===== src/rtl/ravenoc_out_arbiter.sv =====
// Wormhole output-port arbiter: round-robin head selection, per-packet lock, one output register.
// Optional lock watchdog enabled by defining RAVENOC_ARB_TIMEOUT_EN.
module ravenoc_out_arbiter #(
  parameter int N_PORTS        = 5,
  parameter int FLIT_WIDTH     = 34,
  parameter int N_VIRT_CHN     = 2,
`ifdef RAVENOC_ARB_TIMEOUT_EN
  parameter int TIMEOUT_CYCLES = 256,
`endif
  localparam int VCW = (N_VIRT_CHN > 1) ? $clog2(N_VIRT_CHN) : 1
) (
  input  logic                          clk,
  input  logic                          arst,
  input  logic [N_PORTS*FLIT_WIDTH-1:0] req_flit_i,
  input  logic [N_PORTS*VCW-1:0]        req_vc_i,
  input  logic [N_PORTS-1:0]            req_valid_i,
  output logic [N_PORTS-1:0]            req_ready_o,
  output logic [FLIT_WIDTH-1:0]         flit_data_o,
  output logic [VCW-1:0]                vc_id_o,
  output logic                          valid_o,
  input  logic                          ready_i,
  output logic [N_PORTS-1:0]            grant_o,
  output logic                          busy_o
`ifdef RAVENOC_ARB_TIMEOUT_EN
  ,
  output logic                          lock_timeout_o
`endif
);

  localparam int PW = (N_PORTS > 1) ? $clog2(N_PORTS) : 1;
  localparam logic [1:0] FT_BODY   = 2'b01;
  localparam logic [1:0] FT_TAIL   = 2'b10;
  localparam logic [1:0] FT_SINGLE = 2'b11;

  typedef enum logic {IDLE, LOCKED} state_e;

  state_e                  state_q, state_d;
  logic [PW-1:0]           rr_ptr_q, rr_ptr_d;
  logic [PW-1:0]           lock_port_q, lock_port_d;
  logic [FLIT_WIDTH-1:0]   flit_q, flit_d;
  logic [VCW-1:0]          vc_q, vc_d;
  logic                    valid_q, valid_d;

  logic [FLIT_WIDTH-1:0]   in_flit [N_PORTS];
  logic [VCW-1:0]          in_vc   [N_PORTS];
  logic [1:0]              in_type [N_PORTS];
  logic [N_PORTS-1:0]      head_cand;
  logic                    win_found;
  logic [PW-1:0]           win_idx;
  logic                    slot_free;
  logic [PW-1:0]           sel;
  logic                    accept;

`ifdef RAVENOC_ARB_TIMEOUT_EN
  localparam int CW = $clog2(TIMEOUT_CYCLES) + 1;
  logic [CW-1:0]           wd_cnt_q, wd_cnt_d;
  logic                    timeout_q, timeout_d;
`endif

  // Heads (00) and single-flit packets (11) are the only flits that may win arbitration.
  for (genvar p = 0; p < N_PORTS; p++) begin : g_unpack
    assign in_flit[p]   = req_flit_i[p*FLIT_WIDTH +: FLIT_WIDTH];
    assign in_vc[p]     = req_vc_i[p*VCW +: VCW];
    assign in_type[p]   = req_flit_i[p*FLIT_WIDTH + FLIT_WIDTH - 2 +: 2];
    assign head_cand[p] = req_valid_i[p] && (in_type[p][1] == in_type[p][0]);
  end

  always_comb begin : arb_search
    int unsigned idx;
    // NOTE: every comb output gets a default first so no path leaves it unassigned (no latch).
    win_found = 1'b0;
    win_idx   = '0;
    idx       = 0;
    for (int i = 1; i <= N_PORTS; i++) begin
      idx = (int'(rr_ptr_q) + i) % N_PORTS;
      if (!win_found && head_cand[idx]) begin
        win_found = 1'b1;
        win_idx   = PW'(idx);
      end
    end
  end

  assign slot_free = !valid_q || ready_i;
  assign sel       = (state_q == LOCKED) ? lock_port_q : win_idx;

  always_comb begin
    req_ready_o = '0;
    if (state_q == LOCKED)  req_ready_o[lock_port_q] = slot_free;
    else if (win_found)     req_ready_o[win_idx]     = slot_free;
  end

  assign accept = |(req_valid_i & req_ready_o);

  always_comb begin
    state_d     = state_q;
    rr_ptr_d    = rr_ptr_q;
    lock_port_d = lock_port_q;
    flit_d      = flit_q;
    vc_d        = vc_q;
    valid_d     = valid_q;

    if (accept) begin
      flit_d  = in_flit[sel];
      vc_d    = in_vc[sel];
      valid_d = 1'b1;
    end else if (ready_i) begin
      valid_d = 1'b0;
    end

    case (state_q)
      IDLE: begin
        if (accept) begin
          if (in_type[sel] == FT_SINGLE) begin
            rr_ptr_d = win_idx;
          end else begin
            state_d     = LOCKED;
            lock_port_d = win_idx;
          end
        end
      end
      LOCKED: begin
        if (accept) begin
          if (in_type[sel] == FT_TAIL) begin
            state_d  = IDLE;
            rr_ptr_d = lock_port_q;
          end else begin
            // A stray head mid-packet is carried as payload, never re-arbitrated.
            flit_d[FLIT_WIDTH-1 -: 2] = FT_BODY;
          end
        end
      end
    endcase

`ifdef RAVENOC_ARB_TIMEOUT_EN
    wd_cnt_d  = '0;
    timeout_d = 1'b0;
    if (state_q == LOCKED && !accept) begin
      if (wd_cnt_q == CW'(TIMEOUT_CYCLES - 1)) begin
        timeout_d = 1'b1;
        state_d   = IDLE;
        rr_ptr_d  = lock_port_q;
      end else begin
        wd_cnt_d = wd_cnt_q + 1'b1;
      end
    end
`endif
  end

  // NOTE: state registers use non-blocking assignments so all flops update from pre-edge values.
  always_ff @(posedge clk or negedge arst) begin
    if (!arst) begin
      state_q     <= IDLE;
      rr_ptr_q    <= PW'(N_PORTS - 1);
      lock_port_q <= '0;
      flit_q      <= '0;
      vc_q        <= '0;
      valid_q     <= 1'b0;
`ifdef RAVENOC_ARB_TIMEOUT_EN
      wd_cnt_q    <= '0;
      timeout_q   <= 1'b0;
`endif
    end else begin
      state_q     <= state_d;
      rr_ptr_q    <= rr_ptr_d;
      lock_port_q <= lock_port_d;
      flit_q      <= flit_d;
      vc_q        <= vc_d;
      valid_q     <= valid_d;
`ifdef RAVENOC_ARB_TIMEOUT_EN
      wd_cnt_q    <= wd_cnt_d;
      timeout_q   <= timeout_d;
`endif
    end
  end

  assign flit_data_o = flit_q;
  assign vc_id_o     = vc_q;
  assign valid_o     = valid_q;
  assign busy_o      = (state_q == LOCKED);

  always_comb begin
    grant_o = '0;
    if (state_q == LOCKED) grant_o[lock_port_q] = 1'b1;
  end

`ifdef RAVENOC_ARB_TIMEOUT_EN
  assign lock_timeout_o = timeout_q;
`endif

endmodule


===== config.mk =====
export PLATFORM = sky130hd
export DESIGN_NAME = ravenoc_out_arbiter
export DESIGN_NICKNAME = d
export VERILOG_FILES = /design/src/rtl/ravenoc_out_arbiter.sv
export SDC_FILE = /design/constraint.sdc
export NUM_CORES = 1
export LEC_CHECK = 0
export ABC_AREA = 1
export CELL_PAD_IN_SITES_DETAIL_PLACEMENT = 1
export CELL_PAD_IN_SITES_GLOBAL_PLACEMENT = 1
export CORE_MARGIN = 2
export CORE_UTILIZATION = 25
export CTS_BUF_LIST = sky130_fd_sc_hd__clkbuf_8
export CTS_CLUSTER_DIAMETER = 120
export CTS_CLUSTER_SIZE = 30
export DETAILED_ROUTE_END_ITERATION = 6
export GPL_TIMING_DRIVEN = 1
export PLACE_DENSITY = 0.85
export SETUP_SLACK_MARGIN = 0.4
export SLEW_MARGIN = 20
export SYNTH_ARGS = -nofsm -noshare
export SYNTH_HDL_FRONTEND = slang
export SYNTH_SLANG_ARGS = --single-unit

===== constraint.sdc =====
create_clock -name clk -period 9.5 [get_ports clk]
set_input_delay 1.9 -clock clk [delete_from_list [all_inputs] [get_ports clk]]
set_output_delay 1.9 -clock clk [all_outputs]
set_load 0.01 [all_outputs]

==> results of run 1 <==
through the flow:
step | worst slack [ns] | util (%) | hold WS (ns) | cell area [µm²]
4_1_cts | 2.355 | 39.08 | 0.5032 | 7262
3_3_place_gp | 2.865 | 38.63 | 0.4752 | 7177
3_5_place_dp | 2.733 | 38.63 | 0.4806 | 7177
5_1_grt | 1.808 | 39.10 | 0.5270 | 7264
6_report | 2.359 | 39.10 | 0.4988 | 7264
2_1_floorplan | 4.226 | - | 0.4643 | 4703
flip-flops by register name, summed over array words and instances (netlist names):
register / cells
lock_port_q: 3
vc_id_o: 1
valid_o: 1
rr_ptr_q: 3
flit_data_o: 34
busy_o: 1
kinds of logic (layout without fill, tap and decap cells):
kind of cell | Yosys count | count (layout)
AO/OA/AOI/OAI | 62 | 62
XOR/XNOR | 9 | 9
adder cells (fa/ha/maj) | 23 | 23
buffers and inverters | 97 | 304
flip-flops | 43 | 43
AND/OR/NAND/NOR | 574 | 574
worst reg2reg max path, cell delays in order, from the launching register on:
cell and delay, ns:
sky130_fd_sc_hd__dfrtp_1 0.83, sky130_fd_sc_hd__inv_2 0.26, sky130_fd_sc_hd__ha_1 0.53, sky130_fd_sc_hd__ha_1 0.29, sky130_fd_sc_hd__nor2_1 0.11, sky130_fd_sc_hd__nand2_2 0.07
sky130_fd_sc_hd__nand2_1 0.12, sky130_fd_sc_hd__xor2_1 0.30, sky130_fd_sc_hd__ha_1 0.26, sky130_fd_sc_hd__nand2_1 0.07, sky130_fd_sc_hd__nand2_1 0.09, sky130_fd_sc_hd__nand2_1 0.10
sky130_fd_sc_hd__o21ai_1 0.38, sky130_fd_sc_hd__nand3b_1 0.17, sky130_fd_sc_hd__nand3_1 0.09, sky130_fd_sc_hd__nand2_1 0.14, sky130_fd_sc_hd__nand4_1 0.17, sky130_fd_sc_hd__nand3_1 0.24
sky130_fd_sc_hd__nand2_2 0.46, sky130_fd_sc_hd__nand2_1 0.30, sky130_fd_sc_hd__nand3_1 0.09, sky130_fd_sc_hd__nand3_1 0.15, sky130_fd_sc_hd__nand2_2 0.08, sky130_fd_sc_hd__nand2_2 0.10
sky130_fd_sc_hd__nand3_2 0.15, sky130_fd_sc_hd__nand2_1 0.12, sky130_fd_sc_hd__nand2_1 0.07
final cells by class:
type,count,area [µm²],area share [%]
Sequential cell,43,1077,14.83
Inverter,61,229.0,3.152
Multi-Input combinational cell,668,3246,44.68
Clock inverter,3,16.27,0.2239
Tap cell,234,292.8,4.030
Timing Repair Buffer,235,2335,32.14
Clock buffer,5,68.82,0.9473
worst min path at each step:
stage / start / slack [ns] / to / depth (start not counted)
floorplan: lock_port_q[0]$_DFFE_PN0P_ / 0.46 / lock_port_q[0]$_DFFE_PN0P_ / 2
global placement: flit_data_o[33]$_DFF_PN0_ / 0.48 / flit_data_o[33]$_DFF_PN0_ / 2
detailed placement: flit_data_o[33]$_DFF_PN0_ / 0.48 / flit_data_o[33]$_DFF_PN0_ / 2
CTS: flit_data_o[33]$_DFF_PN0_ / 0.50 / flit_data_o[33]$_DFF_PN0_ / 2
global route: flit_data_o[32]$_DFF_PN0_ / 0.53 / flit_data_o[32]$_DFF_PN0_ / 2
finish: flit_data_o[32]$_DFF_PN0_ / 0.50 / flit_data_o[32]$_DFF_PN0_ / 2
routing by layer:
| metal | routed length, µm | vias up | GRT usage, % | part of all wire, % |
|---|---|---|---|---|
| li1 | - | 3051 | - | - |
| met1 | 8741 | 2887 | 25.04 | 42 |
| met2 | 10630 | 178 | 37.89 | 51 |
| met3 | 1046 | 31 | 4.314 | 5.0 |
| met4 | 421 | 0 | 5.000 | 2.0 |
| met5 | 0 | - | 0 | 0 |
cells in the mapped netlist, types with 2 or more instances:
cell type	n
sky130_fd_sc_hd__buf_1	3
sky130_fd_sc_hd__o21ai_0	5
sky130_fd_sc_hd__nand3_1	157
sky130_fd_sc_hd__buf_4	2
sky130_fd_sc_hd__nor2_2	3
sky130_fd_sc_hd__ha_1	23
sky130_fd_sc_hd__nand2_2	16
sky130_fd_sc_hd__dfrtp_1	42
sky130_fd_sc_hd__inv_1	53
sky130_fd_sc_hd__o211ai_1	2
sky130_fd_sc_hd__nor2_1	66
sky130_fd_sc_hd__xor2_1	6
sky130_fd_sc_hd__nand2_1	307
sky130_fd_sc_hd__o21ai_1	13
sky130_fd_sc_hd__nand4_1	11
sky130_fd_sc_hd__buf_2	18
sky130_fd_sc_hd__a21oi_1	4
sky130_fd_sc_hd__clkbuf_1	13
sky130_fd_sc_hd__a31oi_1	34
sky130_fd_sc_hd__nand3_2	4
sky130_fd_sc_hd__clkinv_1	3
sky130_fd_sc_hd__nand3b_1	4
sky130_fd_sc_hd__inv_2	5
sky130_fd_sc_hd__xnor2_1	3
sky130_fd_sc_hd__nor3_1	3
==> impl_metrics.csv, run 1 <==
group,metric,value,unit
sta,setup_violations,0,
worst_setup_path,worst-path-buf-inv,2,
worst_setup_path,launching_point_of_the_worst_reg2reg_path,"rr_ptr_q[0]$_DFFE_PN0P_",
synth,synth.top_cell.area_share,24.50,%
synth,synth_edf_count,0,
synth,synth_nets,1014,
worst_hold_path,worst_hold_path_type,"flip-flop to flip-flop",
floorplanning,initial_core_util,25.31,%
synth,yosys.area_share.adder,6.119,%
sta,period_needed,7.141,ns
sta,setup-tns-final,0,ns
route,detailroute.via_count,6147,
synth,syn_area_per_cell,5.821,µm²
clock_network,cts.sinks,43,
sta,skew,0.008141,ns
sta,layout_worst_path_cycle_share,75.17,%
synth,dominant_combinational_cell_family_by_area_after_synthesis,"simple AND/OR/NAND/NOR gates",
place,dp_hpwl,16.41,mm
finish,antenna_cells,0,
synth,number_of_warnings_reported_in_the_yosys_synthesis_log,0,
worst_setup_path,r2r_path_end,"rr_ptr_q[0]$_DFFE_PN0P_",
sta,rsz0062_at_grt,"no",
clock_network,clock_tree.root_cell,"sky130_fd_sc_hd__clkbuf_8",
place,dp_cells,1241,
route,dr.pass1.iters,4,
sta,report.final.hold_viol_count,0,
global_route,antenna_found_initial,0,
finish,num-nets-final,1220,
place,buffer_ports.inserted,229,
clock_network,post_cts.resized_instances,0,
worst_setup_path,critical_path_peak_fanout,19,
finish,commonest_cells_after_routing_fill_and_taps_aside,"306 x sky130_fd_sc_hd__nand2_1, 228 x sky130_fd_sc_hd__clkdlybuf4s50_1, 157 x sky130_fd_sc_hd__nand3_1",
synth,synth.lib_cells_used.distinct,33,
finish,layout_cell_share_with_drive_strength_beyond_1,4.828,%
sta,drv_slew,0,
synth,synth-simple-area-share,52.99,%
clock_network,cts-buffers-inserted,5,
global_route,grt_first_pass_wirelength,33.09,mm
clock_network,cts.repair_timing.setup_buffer_count,0,
finish,fillCellCount,2400,
worst_setup_path,crit_path_top_delay_cell,"sky130_fd_sc_hd__dfrtp_1",
global_route,grt_max_degree,71,
synth,synth-xor-area-share,1.676,%
floorplanning,coreArea,18580,µm²
floorplanning,num_io_pins,230,
synth,cell_type_with_the_highest_aggregate_area_in_the_netlist,"sky130_fd_sc_hd__nand2_1",
synth,fraction_of_the_yosys_area_taken_by_sequential_cells,22.91,%
clock_network,h-tree-depth,2,
clock_network,clk_transition_reported_paths,0.09,ns
floorplanning,die_w,141.2,µm
global_route,gr-total-overflow,0,
worst_setup_path,end_point_of_the_critical_path,"req_ready_o[1]",
clock_network,clk-insertion-delay-late,0.30,ns
finish,area_delta_synth_final,54.46,%
worst_setup_path,crit_path_start_kind,"flip-flop",
worst_setup_path,critPathKind,"flip-flop to primary output",
sta,slew_headroom,48.56,%
synth,synth_top_flop_cell,"sky130_fd_sc_hd__dfrtp_1",
sta,worst_pin_slew,0.7716,ns
global_route,vias_in_the_first_global_route,6305,
clock_network,cts_tree,"done",
synth,synth_mux_area_share,0,%
floorplanning,rows,50,
synth,synthCells,808,
worst_setup_path,critical_path.top_delay_family,"simple AND/OR/NAND/NOR gates",
clock_network,hold_buffers,0,
worst_setup_path,rr_worst_depth,26,
sta,achievable_freq,140.0,MHz
finish,layout_commonest_cell,"sky130_fd_sc_hd__nand2_1",
outcome,run_status,"finished, final reports clean",
worst_setup_path,crit_start,"rr_ptr_q[0]$_DFFE_PN0P_",
synth,synth-seq-cells,43,
synth,postSynth.asyncResetShare,100.0,%
floorplanning,die_h,141.2,µm
synth,cell_area_after_technology_mapping,4703,µm²
worst_setup_path,critPathMaxStageDelay,0.83,ns
worst_setup_path,worst-path-stages,21,
route,route.detailed.vias_per_inst,4.922,
finish,final_cells,1249,
job,drv.max_cap_violation_count,0,
worst_setup_path,setup.reg_to_reg.worst_slack,3.65,ns
worst_setup_path,worstPathRequired,7.60,ns
route,antenna_left,0,
worst_setup_path,worst-endpoint-arrival,5.24,ns
floorplanning,design.die.area,19930,µm²
place,placer_s_final_routability_congestion_estimate,0.9330,
clock_network,clockBufferDepth,2,
worst_setup_path,end_kind,"primary output",
synth,synth-compound-area-share,7.928,%
route,wl_per_cell,16.68,µm
route,detail_route.iter0.violations,183,
route,drc,0,
route,wire_length_after_detailed_routing,20.84,mm
synth,cells_taking_the_most_area_after_synthesis,"sky130_fd_sc_hd__nand2_1 25%, sky130_fd_sc_hd__dfrtp_1 22%, sky130_fd_sc_hd__nand3_1 17%",
worst_setup_path,timing.critical_path.cells,"inv_2, ha_1, ha_1, nor2_1, nand2_2, nand2_1, xor2_1, ha_1, nand2_1, nand2_1, nand2_1, o21ai_1, nand3_1, nand3_1, nand2_1, nand4_1, nand3_1, nor2_1, nand2_1, nand2_1, clkdlybuf4s50_1",
global_route,gr-usage-all-layers,20.82,%
worst_setup_path,critical-path-top-cell-by-count,"sky130_fd_sc_hd__nand2_1",
Power of run 1 is not shown: default switching activity piles up to over one toggle a cycle in this logic, so the estimate is an artifact.
==> run 2: changes to the inputs <==
- clock period: 9.5 -> 6.65 ns (I/O delays scaled with it)
==> impl_metrics.csv, run 2 (synthesized netlist as in run 1, its figures left out) <==
group,metric,value,unit
route,route.detailed.vias_per_inst,4.937,
global_route,antenna_found_initial,0,
worst_setup_path,crit_path_start_kind,"flip-flop",
finish,area_delta_synth_final,56.26,%
finish,fillCellCount,2431,
worst_setup_path,critical_path_peak_fanout,18,
worst_setup_path,crit_path_top_delay_cell,"sky130_fd_sc_hd__clkdlybuf4s50_1",
floorplanning,die_w,141.2,µm
route,wire_length_after_detailed_routing,20.97,mm
clock_network,h-tree-depth,2,
sta,drv_slew,0,
global_route,gr-usage-all-layers,20.78,%
outcome,run_status,"finished, final reports clean",
route,wl_per_cell,16.73,µm
global_route,grtUsageMet2,38.27,%
floorplanning,num_io_pins,230,
clock_network,clock_tree.root_cell,"sky130_fd_sc_hd__clkbuf_8",
floorplanning,design.die.area,19930,µm²
worst_hold_path,worst_hold_path_type,"flip-flop to flip-flop",
global_route,gr-total-overflow,0,
finish,num-nets-final,1224,
route,detailroute.via_count,6186,
worst_setup_path,r2r_path_end,"flit_data_o[14]$_DFFE_PN0P_",
worst_setup_path,critPathMaxStageDelay,0.54,ns
route,antenna_left,0,
finish,final_cells,1253,
floorplanning,coreArea,18580,µm²
clock_network,cts_tree,"done",
global_route,grtUsageMet1,24.11,%
clock_network,cts.sinks,43,
worst_setup_path,end_point_of_the_critical_path,"req_ready_o[2]",
floorplanning,initial_core_util,25.31,%
finish,commonest_cells_after_routing_fill_and_taps_aside,"306 x sky130_fd_sc_hd__nand2_1, 228 x sky130_fd_sc_hd__clkdlybuf4s50_1, 156 x sky130_fd_sc_hd__nand3_1",
place,dp_hpwl,16.95,mm
sta,report.final.hold_viol_count,0,
clock_network,clk-insertion-delay-late,0.31,ns
global_route,grt_first_pass_wirelength,33.09,mm
place,dp_cells,1244,
sta,slew_headroom,45.94,%
global_route,grt_max_degree,44,
worst_setup_path,critPathKind,"flip-flop to primary output",
job,drv.max_cap_violation_count,0,
worst_setup_path,worst-endpoint-arrival,4.46,ns
worst_setup_path,worstPathRequired,5.32,ns
sta,period_needed,5.787,ns
route,detail_route.iter0.violations,295,
sta,setup-tns-final,0,ns
clock_network,clk_transition_reported_paths,0.08,ns
sta,rsz0062_at_grt,"no",
worst_setup_path,launching_point_of_the_worst_reg2reg_path,"rr_ptr_q[0]$_DFFE_PN0P_",
place,placer_s_final_routability_congestion_estimate,0.9154,
global_route,grt_busiest_layer,"met2",
finish,antenna_cells,0,
finish,post-route-util,39.56,%
clock_network,clockBufferDepth,2,
sta,achievable_freq,172.8,MHz
global_route,vias_in_the_first_global_route,6377,
worst_setup_path,timing.critical_path.cells,"buf_6, ha_2, inv_2, nand2_1, nand2_2, ha_1, nor2_1, nand2_2, nand2_1, xor2_2, ha_1, nand2_1, nand2_1, nand2_1, nand2_1, o21ai_2, nor3_1, nand2_1, nand2_1, nand4_1, nand2_1, nand3_1, nand2_1, clkdlybuf4s50_1",
finish,layout_commonest_cell,"sky130_fd_sc_hd__nand2_1",
sta,skew,0.01687,ns
worst_setup_path,setup.reg_to_reg.worst_slack,1.53,ns
worst_setup_path,crit_start,"rr_ptr_q[0]$_DFFE_PN0P_",
finish,layout_cell_share_with_drive_strength_beyond_1,5.986,%
sta,setup_violations,0,
place,buffer_ports.inserted,229,
sta,layout_worst_path_cycle_share,87.03,%
sta,worst_pin_slew,0.8081,ns
route,dr.pass1.iters,4,
finish,largest_register_ffs,34,
worst_setup_path,critical-path-top-cell-by-count,"sky130_fd_sc_hd__nand2_1",
clock_network,cts-buffers-inserted,5,
floorplanning,rows,50,
floorplanning,die_h,141.2,µm
worst_setup_path,end_kind,"primary output",
worst_setup_path,rr_worst_depth,26,
route,drc,0,
global_route,grt.met3_usage,4.586,%
==> run 2: metal layers <==
| layer | wire length, µm | part of all wire, % |
|---|---|---|
| met4 | 510 | 2.4 |
| met1 | 8651 | 41 |
| met5 | 0 | 0 |
| met2 | 10640 | 51 |
| met3 | 1160 | 5.5 |
==> run 2: cell type report <==
class	count	area, µm²	area share (%)
clock buffer	7	96.34	1.311
inverter	61	229.0	3.115
sequential	43	1079	14.67
multi-input combinational	668	3279	44.62
clock inverter	1	7.507	0.1021
timing repair buffer	239	2366	32.19
tap	234	292.8	3.984
==> run 2: metrics by stage <==
step / instance area (µm²) / hold WS, ns / setup WS, ns
after floorplan: 4703 / 0.4643 / 2.069
after global placement: 7199 / 0.4762 / 0.9821
after detailed placement: 7199 / 0.4776 / 0.9030
after CTS: 7303 / 0.4980 / 0.5517
after global routing: 7350 / 0.5462 / 0.3689
final: 7350 / 0.4886 / 0.8628
==> run 2: worst min-delay path by stage <==
stage / from / to / slack (ns) / cells after the start
2_1_floorplan: lock_port_q[0]$_DFFE_PN0P_ / lock_port_q[0]$_DFFE_PN0P_ / 0.46 / 2
3_3_place_gp: flit_data_o[33]$_DFF_PN0_ / flit_data_o[33]$_DFF_PN0_ / 0.48 / 2
3_5_place_dp: flit_data_o[33]$_DFF_PN0_ / flit_data_o[33]$_DFF_PN0_ / 0.48 / 2
4_1_cts: flit_data_o[33]$_DFF_PN0_ / flit_data_o[33]$_DFF_PN0_ / 0.50 / 2
5_1_grt: flit_data_o[33]$_DFF_PN0_ / flit_data_o[33]$_DFF_PN0_ / 0.55 / 2
6_report: flit_data_o[33]$_DFF_PN0_ / flit_data_o[33]$_DFF_PN0_ / 0.49 / 2
==> run 2: repair_timing <==
action,4_1_cts,5_1_grt
setup buffers,0,1
hold buffers,0,0
endpoints found under the setup margin,0,5
resized for setup,0,9
==> run 2: worst max-delay path, delay by kind of cell (launching register included) <==
family / cells / cell delay (ns)
buf+inv: 3 / 0.84
flops: 1 / 0.39
xor+xnor: 1 / 0.26
fa+ha+maj: 3 / 0.69
compound gates: 1 / 0.09
simple gates: 16 / 1.88
Power of run 2 is left out for the same reason.
==> run 3: changes to the inputs <==
- CTS_BUF_LIST: sky130_fd_sc_hd__clkbuf_8 -> sky130_fd_sc_hd__clkbuf_4
==> impl_metrics.csv, run 3 (synthesized netlist as in run 1, its figures left out) <==
group,metric,value,unit
sta,achievable_freq,170.1,MHz
worst_setup_path,crit_path_top_delay_cell,"sky130_fd_sc_hd__clkdlybuf4s50_1",
place,dp_hpwl,16.95,mm
global_route,antenna_found_initial,0,
worst_hold_path,worst_hold_path_type,"flip-flop to flip-flop",
route,dr.pass1.iters,4,
finish,layout_cell_share_with_drive_strength_beyond_1,6.084,%
route,wl_per_cell,16.71,µm
sta,skew,0.02633,ns
sta,period_needed,5.878,ns
job,drv.max_cap_violation_count,0,
floorplanning,die_w,141.2,µm
worst_setup_path,worstPathRequired,5.32,ns
worst_setup_path,setup.reg_to_reg.worst_slack,1.53,ns
worst_setup_path,critical_path_peak_fanout,18,
worst_setup_path,critPathKind,"flip-flop to primary output",
worst_setup_path,critical-path-top-cell-by-count,"sky130_fd_sc_hd__nand2_1",
global_route,gr-usage-all-layers,20.79,%
place,buffer_ports.inserted,229,
route,detail_route.iter0.violations,292,
global_route,vias_in_the_first_global_route,6369,
worst_setup_path,timing.critical_path.cells,"buf_12, ha_2, inv_2, nand2_1, nand2_2, ha_1, nor2_1, nand2_2, nand2_1, xor2_2, ha_1, nand2_1, nand2_1, nand2_2, nand2_1, o21ai_4, nor3_1, nand2_1, nand2_1, nand4_1, nand2_1, nand3_1, nand2_1, clkdlybuf4s50_1",
finish,layout_commonest_cell,"sky130_fd_sc_hd__nand2_1",
floorplanning,rows,50,
route,route.detailed.vias_per_inst,4.930,
route,detailroute.via_count,6177,
finish,num-nets-final,1224,
global_route,gr-total-overflow,0,
finish,commonest_cells_after_routing_fill_and_taps_aside,"305 x sky130_fd_sc_hd__nand2_1, 228 x sky130_fd_sc_hd__clkdlybuf4s50_1, 156 x sky130_fd_sc_hd__nand3_1",
worst_setup_path,worst-path-buf-inv,3,
route,drc,0,
clock_network,clockBufferDepth,2,
finish,largest_register_ffs,34,
clock_network,cts-buffers-inserted,5,
floorplanning,initial_core_util,25.31,%
sta,slew_headroom,45.56,%
clock_network,clk-insertion-delay-late,0.38,ns
worst_setup_path,critical_path.top_delay_family,"simple AND/OR/NAND/NOR gates",
worst_hold_path,hold_path_end,"flit_data_o[33]$_DFF_PN0_",
finish,post-route-util,39.39,%
floorplanning,num_io_pins,230,
worst_setup_path,critPathMaxStageDelay,0.54,ns
finish,antenna_cells,0,
clock_network,cts_tree,"done",
route,antenna_left,0,
outcome,run_status,"finished, final reports clean",
clock_network,clk_transition_reported_paths,0.12,ns
clock_network,cts.sinks,43,
sta,setup_violations,0,
worst_setup_path,r2r_path_end,"flit_data_o[4]$_DFFE_PN0P_",
clock_network,h-tree-depth,2,
sta,worst_pin_slew,0.8138,ns
finish,area_delta_synth_final,55.63,%
worst_setup_path,crit_path_start_kind,"flip-flop",
floorplanning,die_h,141.2,µm
clock_network,hold_buffers,0,
worst_setup_path,launching_point_of_the_worst_reg2reg_path,"rr_ptr_q[0]$_DFFE_PN0P_",
worst_hold_path,cell_count_of_the_worst_hold_path,2,
sta,layout_worst_path_cycle_share,88.39,%
sta,report.final.hold_viol_count,0,
floorplanning,coreArea,18580,µm²
floorplanning,design.die.area,19930,µm²
worst_setup_path,rr_worst_depth,30,
sta,setup-tns-final,0,ns
global_route,grt_first_pass_wirelength,33.09,mm
worst_setup_path,worst-endpoint-arrival,4.55,ns
place,placer_s_final_routability_congestion_estimate,0.9154,
sta,drv_slew,0,
route,wire_length_after_detailed_routing,20.94,mm
sta,rsz0062_at_grt,"yes",
global_route,grt_max_degree,44,
clock_network,clock_tree.root_cell,"sky130_fd_sc_hd__clkbuf_4",
worst_setup_path,end_kind,"primary output",
worst_hold_path,worstHoldStart,"flit_data_o[33]$_DFF_PN0_",
-- run 3: cell types whose count changed in the layout (fill, tap and decap cells not counted), sizes merged --
cell and delta:
clkbuf -2, clkinv +2
-- run 3: area by class of cell --
cell class	instances	area (µm²)
fillers	2430	11260
clock inverters	3	15.01
flip-flops and latches	43	1079
clock buffers	5	37.54
multi-input cells	668	3292
repair buffers	239	2375
inverters	61	229.0
well taps	234	292.8
-- run 3: how the worst max path moves through the flow --
stage / startpoint / endpoint / slack (ns) / depth (start not counted)
floorplan: rr_ptr_q[1]$_DFFE_PN0P_ / req_ready_o[0] / 2.07 / 25
global placement: rr_ptr_q[1]$_DFFE_PN0P_ / req_ready_o[0] / 0.98 / 21
detailed placement: rr_ptr_q[1]$_DFFE_PN0P_ / req_ready_o[1] / 0.90 / 21
CTS: rr_ptr_q[1]$_DFFE_PN0P_ / req_ready_o[1] / 0.46 / 21
global route: rr_ptr_q[0]$_DFFE_PN0P_ / req_ready_o[0] / 0.35 / 28
finish: rr_ptr_q[0]$_DFFE_PN0P_ / req_ready_o[2] / 0.77 / 24
-- run 3: timing repair --
| action | in CTS | in global routing |
|---|---|---|
| buffers inserted | 0 | 1 |
| setup endpoints to repair | 0 | 5 |
| gates resized for setup | 0 | 15 |
-- run 3: worst reg2reg max path, delay by kind of cell, from the launching register on --
family / cells / cell delay, ns
xor gates and xnor gates: 1 / 0.26
adders and majority gates: 3 / 0.64
and+or+nand+nor: 20 / 2.78
buffers and inverters: 5 / 0.77
DFF: 1 / 0.44
AOI/OAI and AO/OA: 1 / 0.17
-- run 3: metrics by stage --
step | std cells | area, µm² | worst slack [ns] | hold slack, ns
floorplan | 808 | 4703 | 2.069 | 0.4643
global placement | 1244 | 7199 | 0.9821 | 0.4762
detailed placement | 1244 | 7199 | 0.9030 | 0.4776
CTS | 1252 | 7252 | 0.4618 | 0.5087
global route | 1253 | 7320 | 0.3504 | 0.5570
finish | 1253 | 7320 | 0.7723 | 0.4985
-- run 3: routing by layer --
| layer | track usage, % | vias to the layer above | wire [µm] |
|---|---|---|---|
| met2 | 38.40 | 176 | 10640 |
| li1 | - | 3060 | - |
| met5 | 0 | - | 0 |
| met1 | 24.10 | 2911 | 8682 |
| met4 | 5.632 | 0 | 465 |
| met3 | 4.586 | 30 | 1147 |
Power of run 3 is left out for the same reason.
